<file path="src/rtl/comparator_seq_param_if.sv">
// ----------------------------------------------------------------------------
// comparator_seq_param_if
//   Request/response bundle for comparator_seq_param.
//
//   Requester -> comparator : start, sgn, A, B
//   Comparator -> requester : busy, done, A_gt, A_lt, A_eq
//
//   master modport : the side that issues compares (drives start/sgn/A/B)
//   slave  modport : the comparator itself
// ----------------------------------------------------------------------------
interface comparator_seq_param_if #(
    parameter int WIDTH = 16
);
    logic             start;
    logic             sgn;
    logic [WIDTH-1:0] A;
    logic [WIDTH-1:0] B;
    logic             busy;
    logic             done;
    logic             A_gt;
    logic             A_lt;
    logic             A_eq;

    modport master (
        output start, sgn, A, B,
        input  busy, done, A_gt, A_lt, A_eq
    );

    modport slave (
        input  start, sgn, A, B,
        output busy, done, A_gt, A_lt, A_eq
    );
endinterface

</file>
<file path="src/rtl/comparator_seq_param.sv">
// ----------------------------------------------------------------------------
// comparator_seq_param
//   Multi-cycle magnitude comparator. Two WIDTH-bit operands are compared
//   CHUNK bits per clock, most significant chunk first, in either unsigned or
//   two's-complement mode. Results are registered and held until the next
//   accepted start.
//
//   Ports
//     clk  : system clock, rising edge
//     rst  : asynchronous, active-high reset
//     bus  : comparator_seq_param_if.slave
//              start        request a compare (accepted when busy=0)
//              sgn, A, B    mode and operands, sampled with start
//              busy         compare in progress
//              done         one-cycle pulse, results valid from this cycle
//              A_gt/A_lt/A_eq  registered, held results
//
//   Build option
//     CMP_EARLY_EXIT_EN : when defined, the first differing chunk ends the
//                         compare (latency 1..NCHUNK). When undefined, every
//                         compare walks all NCHUNK chunks; results are the
//                         same, only timing differs.
// ----------------------------------------------------------------------------
module comparator_seq_param #(
    parameter int WIDTH = 16,
    parameter int CHUNK = 4
) (
    input  logic                  clk,
    input  logic                  rst,
    comparator_seq_param_if.slave bus
);

    localparam int NCHUNK = WIDTH / CHUNK;
    localparam int IDX_W  = (NCHUNK > 1) ? $clog2(NCHUNK) : 1;
    localparam logic [IDX_W-1:0] IDX_TOP   = IDX_W'(NCHUNK - 1);
    // Flipping the MSB of the top chunk maps two's-complement order onto
    // unsigned order, so one unsigned chunk compare serves both modes.
    localparam logic [CHUNK-1:0] SIGN_FLIP = CHUNK'(1) << (CHUNK - 1);

    generate
        if ((CHUNK < 1) || (WIDTH % CHUNK != 0)) begin : g_bad_param
            $error("comparator_seq_param: WIDTH must be a non-zero multiple of CHUNK");
        end
    endgenerate

    typedef enum logic [1:0] {
        ST_IDLE = 2'd0,
        ST_CMP  = 2'd1,
        ST_DONE = 2'd2
    } state_t;

    state_t           state_q, state_d;

    logic [WIDTH-1:0] a_q, b_q;
    logic             sgn_q;
    logic [IDX_W-1:0] idx_q;

    // Outcome of the first differing chunk, remembered while the remaining
    // chunks are walked (only ever set when early exit is disabled).
    logic             decided_q;
    logic             gt_pend_q, lt_pend_q;

    logic             gt_q, lt_q, eq_q;

    logic [CHUNK-1:0] a_chunk, b_chunk;
    logic             chunk_gt, chunk_lt;
    logic             gt_now, lt_now;
    logic             last_chunk, finish, accept;

    // ------------------------------------------------------------------
    // Chunk compare datapath
    // ------------------------------------------------------------------
    always_comb begin
        // NOTE: every signal written here gets a default first, so no path
        // leaves it unassigned and no latch is inferred.
        a_chunk = a_q[int'(idx_q) * CHUNK +: CHUNK];
        b_chunk = b_q[int'(idx_q) * CHUNK +: CHUNK];
        if (sgn_q && (idx_q == IDX_TOP)) begin
            a_chunk = a_chunk ^ SIGN_FLIP;
            b_chunk = b_chunk ^ SIGN_FLIP;
        end

        chunk_gt   = (a_chunk > b_chunk);
        chunk_lt   = (a_chunk < b_chunk);
        // A decision already taken on a higher chunk overrides this one.
        gt_now     = decided_q ? gt_pend_q : chunk_gt;
        lt_now     = decided_q ? lt_pend_q : chunk_lt;
        last_chunk = (idx_q == '0);
`ifdef CMP_EARLY_EXIT_EN
        finish     = last_chunk || chunk_gt || chunk_lt;
`else
        finish     = last_chunk;
`endif
        // A start is honoured in IDLE and in the DONE cycle, never in CMP.
        accept     = bus.start && (state_q != ST_CMP);
    end

    // ------------------------------------------------------------------
    // FSM: state register + next-state logic
    // ------------------------------------------------------------------
    always_ff @(posedge clk or posedge rst) begin
        // NOTE: sequential state uses non-blocking assignments so every
        // register samples pre-edge values regardless of statement order.
        if (rst) state_q <= ST_IDLE;
        else     state_q <= state_d;
    end

    always_comb begin
        state_d = state_q;
        unique case (state_q)
            ST_IDLE: if (bus.start) state_d = ST_CMP;
            ST_CMP:  if (finish)    state_d = ST_DONE;
            ST_DONE: state_d = bus.start ? ST_CMP : ST_IDLE;
            default: state_d = ST_IDLE;
        endcase
    end

    // ------------------------------------------------------------------
    // Operand, index and result registers
    // ------------------------------------------------------------------
    always_ff @(posedge clk or posedge rst) begin
        if (rst) begin
            a_q       <= '0;
            b_q       <= '0;
            sgn_q     <= 1'b0;
            idx_q     <= '0;
            decided_q <= 1'b0;
            gt_pend_q <= 1'b0;
            lt_pend_q <= 1'b0;
            gt_q      <= 1'b0;
            lt_q      <= 1'b0;
            eq_q      <= 1'b0;
        end else if (accept) begin
            a_q       <= bus.A;
            b_q       <= bus.B;
            sgn_q     <= bus.sgn;
            idx_q     <= IDX_TOP;
            decided_q <= 1'b0;
            gt_pend_q <= 1'b0;
            lt_pend_q <= 1'b0;
            gt_q      <= 1'b0;
            lt_q      <= 1'b0;
            eq_q      <= 1'b0;
        end else if (state_q == ST_CMP) begin
            if (finish) begin
                gt_q <= gt_now;
                lt_q <= lt_now;
                eq_q <= !gt_now && !lt_now;
            end else begin
                idx_q <= idx_q - 1'b1;
                if (!decided_q && (chunk_gt || chunk_lt)) begin
                    decided_q <= 1'b1;
                    gt_pend_q <= chunk_gt;
                    lt_pend_q <= chunk_lt;
                end
            end
        end
    end

    assign bus.busy = (state_q == ST_CMP);
    assign bus.done = (state_q == ST_DONE);
    assign bus.A_gt = gt_q;
    assign bus.A_lt = lt_q;
    assign bus.A_eq = eq_q;

endmodule

</file>
<file path="src/flat_wrapper.sv">
// flat-port wrapper written by rule: the top's interface ports become plain ports
module comparator_seq_param_flat 
#(
    parameter int WIDTH = 16,
    parameter int CHUNK = 4
)
  (clk, rst, bus_start, bus_sgn, bus_A, bus_B, bus_busy, bus_done, bus_A_gt, bus_A_lt, bus_A_eq);
  comparator_seq_param_if #(.WIDTH(WIDTH)) bus_i ();
  input  logic clk;
  input  logic rst;
  input wire logic [$bits(bus_i.start)-1:0] bus_start;
  input wire logic [$bits(bus_i.sgn)-1:0] bus_sgn;
  input wire logic [$bits(bus_i.A)-1:0] bus_A;
  input wire logic [$bits(bus_i.B)-1:0] bus_B;
  output wire logic [$bits(bus_i.busy)-1:0] bus_busy;
  output wire logic [$bits(bus_i.done)-1:0] bus_done;
  output wire logic [$bits(bus_i.A_gt)-1:0] bus_A_gt;
  output wire logic [$bits(bus_i.A_lt)-1:0] bus_A_lt;
  output wire logic [$bits(bus_i.A_eq)-1:0] bus_A_eq;
  assign bus_i.start = bus_start;
  assign bus_i.sgn = bus_sgn;
  assign bus_i.A = bus_A;
  assign bus_i.B = bus_B;
  assign bus_busy = bus_i.busy;
  assign bus_done = bus_i.done;
  assign bus_A_gt = bus_i.A_gt;
  assign bus_A_lt = bus_i.A_lt;
  assign bus_A_eq = bus_i.A_eq;
  comparator_seq_param #(.WIDTH(WIDTH), .CHUNK(CHUNK)) u_core (.clk(clk), .rst(rst), .bus(bus_i));
endmodule
</file>
<file path="config.mk">
export PLATFORM = sky130hd
export DESIGN_NAME = comparator_seq_param_flat
export DESIGN_NICKNAME = d
export VERILOG_FILES = /design/src/rtl/comparator_seq_param_if.sv /design/src/rtl/comparator_seq_param.sv /design/src/flat_wrapper.sv
export SDC_FILE = /design/constraint.sdc
export NUM_CORES = 1
export LEC_CHECK = 0
export ABC_CLOCK_PERIOD_IN_PS = 4870
export CORE_MARGIN = 10
export CORE_UTILIZATION = 50
export CTS_BUF_LIST = sky130_fd_sc_hd__clkbuf_16
export CTS_CLUSTER_DIAMETER = 60
export DETAILED_ROUTE_END_ITERATION = 8
export DONT_BUFFER_PORTS = 1
export PLACE_DENSITY = 0.69
export SYNTH_ARGS = -nofsm -noshare
export SYNTH_HDL_FRONTEND = slang
export SYNTH_SLANG_ARGS = --single-unit
</file>
<file path="constraint.sdc">
create_clock -name clk -period 4.87 [get_ports clk]
set_input_delay 0.974 -clock clk [delete_from_list [all_inputs] [get_ports clk]]
set_output_delay 0.974 -clock clk [all_outputs]
set_load 0.005 [all_outputs]
</file>
== Word-level counts from Yosys, hierarchy flattened ==
Cells that the tools add are included.
W data, S select, Z words.
Word-level totals
  input bits: 36
  flip-flop bits (word level): 43
Cells by class
  multiplexer cells: 32
  add/sub/neg operators: 1
  reductions and logical operators: 17
  equality and inequality tests: 7
  shift operators: 2
  $lt $le $gt $ge: 2
  bitwise gates (word level): 2
Operators by type and width (count)
  $shiftx A16 B5 Y4: 2
  $mux W1: 24
  $mux W2: 5
  $mux W4: 2
  $pmux W2 S3: 1
  $reduce_and A2 Y1: 3
  $reduce_bool A2 Y1: 3
  $eq A2 B2 Y1 const B: 2
  $gt A4 B4 Y1: 1
  $logic_and A1 B1 Y1: 4
  $logic_not A2 Y1: 2
  $lt A4 B4 Y1: 1
  $ne A2 B1 Y1 const B: 2
  $ne A2 B2 Y1 const B: 2
  $logic_not A1 Y1: 3
  $reduce_and A3 Y1: 1
  $eq A2 B1 Y1 const B: 1
  $not A1 Y1: 2
  $sub A2 B1 Y2 const B: 1
  $logic_or A1 B1 Y1: 1

== Depth between registers and ports, before layout ==
  depth after elaboration: 10
  mapped depth: 8
  depth with buffers taken out: 8

== Worst setup path before layout ==
OpenSTA, ideal clock, no wires.
  kind: register to register
  start point: register u_core.idx_q[0]
  end point: register u_core.lt_pend_q
  path slack: 2.577 ns
  clock period less this slack: 2.293 ns
  data arrival time: 2.210 ns
  setup time: 0.083 ns
  cell stages (with the launch flop): 9
  data required time: 4.787 ns
  cell sequence: dfrtp_1 > buf_2 > mux4_2 > xnor2_1 > ha_1 > o21ai_0 > a21oi_1 > or4_1 > o21ai_0
Between the ends
  longest elaborated chain between the ends: 8
  elaborated cells on any way between the ends: 20
  those cells by class: 2 x order compare; 2 x eq/ne; 2 x shift; 6 x mux; 2 x bitwise; 6 x reduce/logical
RTL lines
  start, declared: RTL line comparator_seq_param.sv:56  | logic [IDX_W-1:0] idx_q;
  start signal, assigned: RTL line comparator_seq_param.sv:150  | idx_q <= idx_q - 1'b1;
  $shiftx A16 B5 Y4 (tied with other cells): RTL line comparator_seq_param.sv:76  | a_chunk = a_q[int'(idx_q) * CHUNK +: CHUNK];
  $not A1 Y1 (no line) / $logic_and A1 B1 Y1 (equally long branches)
  $mux W4: RTL line comparator_seq_param.sv:78  | if (sgn_q && (idx_q == IDX_TOP)) begin
  $lt A4 B4 Y1 / $gt A4 B4 Y1 (equally long branches): RTL line comparator_seq_param.sv:84, comparator_seq_param.sv:83
  $mux W1 / $logic_or A1 B1 Y1 (equally long branches): RTL line comparator_seq_param.sv:151  | if (!decided_q && (chunk_gt || chunk_lt)) begin
  $mux W1 / $logic_and A1 B1 Y1 (equally long branches): RTL line comparator_seq_param.sv:145, comparator_seq_param.sv:151
  $mux W1 / $reduce_bool A2 Y1 (equally long branches)
  $mux W1 / $reduce_and A3 Y1 (equally long branches)
  end signal, assigned: RTL line comparator_seq_param.sv:154  | lt_pend_q <= chunk_lt;
  end, declared: RTL line comparator_seq_param.sv:61  | logic gt_pend_q, lt_pend_q;
Parallel ways exist; a longest one is shown, timed or not. The select of a mux whose other input is x is not followed.
A chain may end at the register's enable or synchronous reset.

== Final worst setup path ==
Same ends and word-level chain as after synthesis.

==> results.md <==
Power and ir drop:
- The share of total power dissipated in sequential elements is 0.387.
- The analysis attributes to cell leakage a power of between 0.9 and 1 nW.
- The power density of the placed cells is about 790 nW/um2.
- The share of total power dissipated in the clock network is 0.178.
- The total internal power is 1.13 mW.
- The maximum vdd ir drop is 0.350 mV.
- The share of power burned in combinational logic is 0.435.
- The switching power of the nets is approximately 0.6 mW.
- The share of total power consumed by net switching is 0.346.

Timing:
- Setup repair after global routing left no endpoint under its margin.
- The worst max-slew margin expressed relative to the limit is 0.389.
- Setup violations remaining at the end of the flow were counted as 0.
- Dividing the final minimum period by the clock period gives 0.535.
- The final total negative setup slack is 0 ns.
- The maximum clock skew at final layout is between 0.003 and 0.004 ns.
- For the finished layout, the period the worst path requires is 2.60 ns.
- The hold violation total from the final report is 0.
- The achievable clock frequency is 384 MHz.
- The number of max-slew violations in the final report is 0.
- The actual transition at the worst max-transition pin is just over 0.9 ns.

Yosys:
- The share of synthesized area occupied by flip-flops and latches is 0.532.
- The share of the synthesized area in the top cell type is 0.532.
- Summing every instance area after synthesis gives a little over 2000 um2.
- The number of nets produced by synthesis is 191.
- The mean instance size in the synthesized netlist is ~14 um2.
- Synthesis handed over a netlist of 149 instances.
- The most used flip-flop cell after synthesis is dfrtp_1.
- The number of distinct library cells after synthesis is 33.
- Ranked by total cell area, the synthesized netlist is headed by dfrtp_1, mux2_2, mux4_2.
- The synthesized design contains 43 register bits.
- The count of warnings emitted by yosys is 0.
- Summed over all instances, the cell type with the most area after synthesis is dfrtp_1.
- Of all flip-flops after synthesis, the portion carrying an async set or reset was 1.00.
- Yosys mapped a number of flops with a built-in enable equal to 0.

Detailed routing:
- The average via count per standard cell is roughly 5.7.
- For this block, the routed nets add up to about 3800 um of wire.
- The detailed-router iteration count before antenna repair is 4.
- Across all layers, the routed design uses about 1100 vias.
- Dividing the detail-routed wire length by the instance count gives 19.3 um.
- The residual antenna-violating net count after detailed routing is 0.
- The number of design-rule violations left by the first detailed-router iteration is 54.
- In the routed design, unresolved DRC markers number 0.

Outcome:
- The flow ran to the end, and the final reports show no timing, DRC or antenna violations.

Cells and area:
- The library cells used most frequently in the layout, excluding fill and tap cells, are dfrtp_1, mux2_2, inv_1.
- The net count reported at finish is 190.
- After routing the design area is 2190 um2.
- The fill cell instance count of the final layout is approximately 330.
- The relative area change from synthesis to final layout is 8.23%.
- The number of diodes added for antenna fixing is 0.
- In the final layout, the share of cells above drive strength 1 is 0.315.
- The most frequent standard cell in the layout excluding fill and tap cells is dfrtp_1.
- The finished layout holds 199 standard cells, fillers aside.

Die:
- The die span in y is between 80 and 90 um.
- The initial utilization of the core area, before any placement, comes to 0.513.
- The number of placed I/O pins is 41.
- The core box area is ~3900 um2.
- The die footprint is 6990 um2.
- The site row count is 23.
- The die width is roughly 84 um.

GRT:
- The wire length of the first global-routing pass is between 6000 and 7000 um.
- The number of global-route vias before repair is between 1000 and 1500.
- The maximum number of pins on one net before global-route repair is 44.
- For this run the aggregate overflow at the end of global routing stands at 0.
- The number of antenna violations at the first check in global routing is 1.
- For this run, the total global-route usage over all layers was measured as 0.118.

Job:
- The max-cap check violation count is 0.

CTS:
- The hold buffer count at cts is 0.
- The worst-case clock buffer depth is 2.
- After clock tree synthesis, the clock-pin slew on the worst setup and hold paths is roughly 0.060 ns.
- For the worst-skew pair, the clock arrives at the later sink with an insertion delay of 0.28 ns.
- The clock root buffer master is clkbuf_16.
- Once the clock tree was built, the resizer swapped 0 gates to a different size.
- Buffers added to address setup during post-CTS repair amount to 0.
- The sink count of the clock tree is 43.
- The TritonCTS clock tree is built.
- In this run the number of H-tree levels came out at 2.
- Clock tree synthesis inserted a total of 5 buffers.

Worst setup path:
- For the worst setup path, the data arrival time is 2.75 ns.
- The worst setup path is launched from a register.
- At the worst endpoint, the required time is between 5 and 6 ns.
- The startpoint-to-endpoint class of the critical path is register to register.
- The worst setup path is captured at a register.
- In this run the worst path has a maximum fanout of 10.

Placement:
- The cell total after placement is 191.
- Port buffering added 0 buffers.
- The congestion estimate from routability-driven global placement came to between 0.8 and 0.9.
- The HPWL reported at the end of detailed placement is slightly below 3000 um.
- Summing all placed instances gives a cell area of about 2100 um2.

Min path:
- The class of the worst hold path is register to register.
[power groups by stage]
stage	clock network, mW	logic [mW]	registers [mW]
after CTS	0.315	0.764	0.673
after detailed placement	0	0.755	0.680
final	0.308	0.753	0.670
after global routing	0.332	0.859	0.701
after floorplan	0	0.680	0.599
after global placement	0	0.710	0.668
[synthesized netlist by cell type, types with 2 or more instances]
cell / number
dfrtp_1: 43
mux2_2: 32
inv_1: 9
mux4_2: 8
nand2_1: 7
buf_2: 6
ha_1: 6
a21oi_1: 4
o21ai_0: 4
a31oi_1: 3
nor2_1: 3
nand2b_1: 2
xnor2_1: 2
[critical path, cell delays in order (launching register included)]
cell and delay [ns]:
dfrtp_1 0.68, mux4_2 0.58, xnor2_1 0.14, ha_1 0.33
a21oi_1 0.17, a31oi_1 0.12, nor3_1 0.31, o21ai_0 0.15
[cell type report]
type | instances | area (um2) | share of cell area
sequential | 43 | 1080 | 0.492
multi-input combinational | 88 | 872 | 0.399
clock buffer | 5 | 125 | 0.0572
tap | 50 | 62.6 | 0.0286
inverter | 9 | 33.8 | 0.0154
clock inverter | 3 | 11.3 | 0.00515
timing repair buffer | 1 | 7.51 | 0.00343
[metrics by stage]
stage                     total power [mW]  worst slack (ns)  utilization  hold WS, ns
final                                 1.73              2.27        0.555        0.502
after global placement                1.38              2.35        0.520        0.485
after detailed placement              1.43              2.28        0.520        0.493
after CTS                             1.75              2.25        0.555        0.506
after global routing                  1.89              2.01        0.555        0.517
after floorplan                       1.28              2.58            -        0.464
[registers in the layout, summed over array words and instances (netlist names)]
signal,cells
u_core.idx_q,2
u_core.decided_q,1
u_core.bus.A_eq,1
u_core.lt_pend_q,1
u_core.sgn_q,1
u_core.b_q,16
u_core.bus.A_gt,1
u_core.state_q,2
u_core.a_q,16
u_core.bus.A_lt,1
u_core.gt_pend_q,1
[metal layers]
| metal | part of all wire | track usage |
|---|---|---|
| met4 | 0.011 | 0.0457 |
| met3 | 0.11 | 0.0645 |
| met2 | 0.52 | 0.206 |
| met1 | 0.36 | 0.113 |
| met5 | 0 | 0 |
[cell families after synthesis]
logic type,after synthesis,share of synthesized area
buf+inv,18,0.0377
simple gates,22,0.0594
flops,43,0.532
compound gates,16,0.0477
fa+ha+maj,6,0.0371
mux,41,0.273
xor+xnor,3,0.0130
[final timing paths]
| check | from | cells past startpoint | to | slack [ns] |
|---|---|---|---|---|
| setup / recovery | u_core.idx_q[0] | 7 | u_core.lt_pend_q | 2.27 |
| hold / removal | u_core.b_q[6] | 1 | u_core.b_q[6] | 0.50 |
| setup reg to reg | u_core.idx_q[0] | 7 | u_core.lt_pend_q | 2.27 |
| hold reg to reg | u_core.b_q[6] | 1 | u_core.b_q[6] | 0.50 |
| max in group asynchronous | rst | 2 | u_core.state_q[0] | 3.78 |
| min in group asynchronous | rst | 2 | u_core.b_q[5] | 0.71 |
Power figures use the tool's default switching activity.
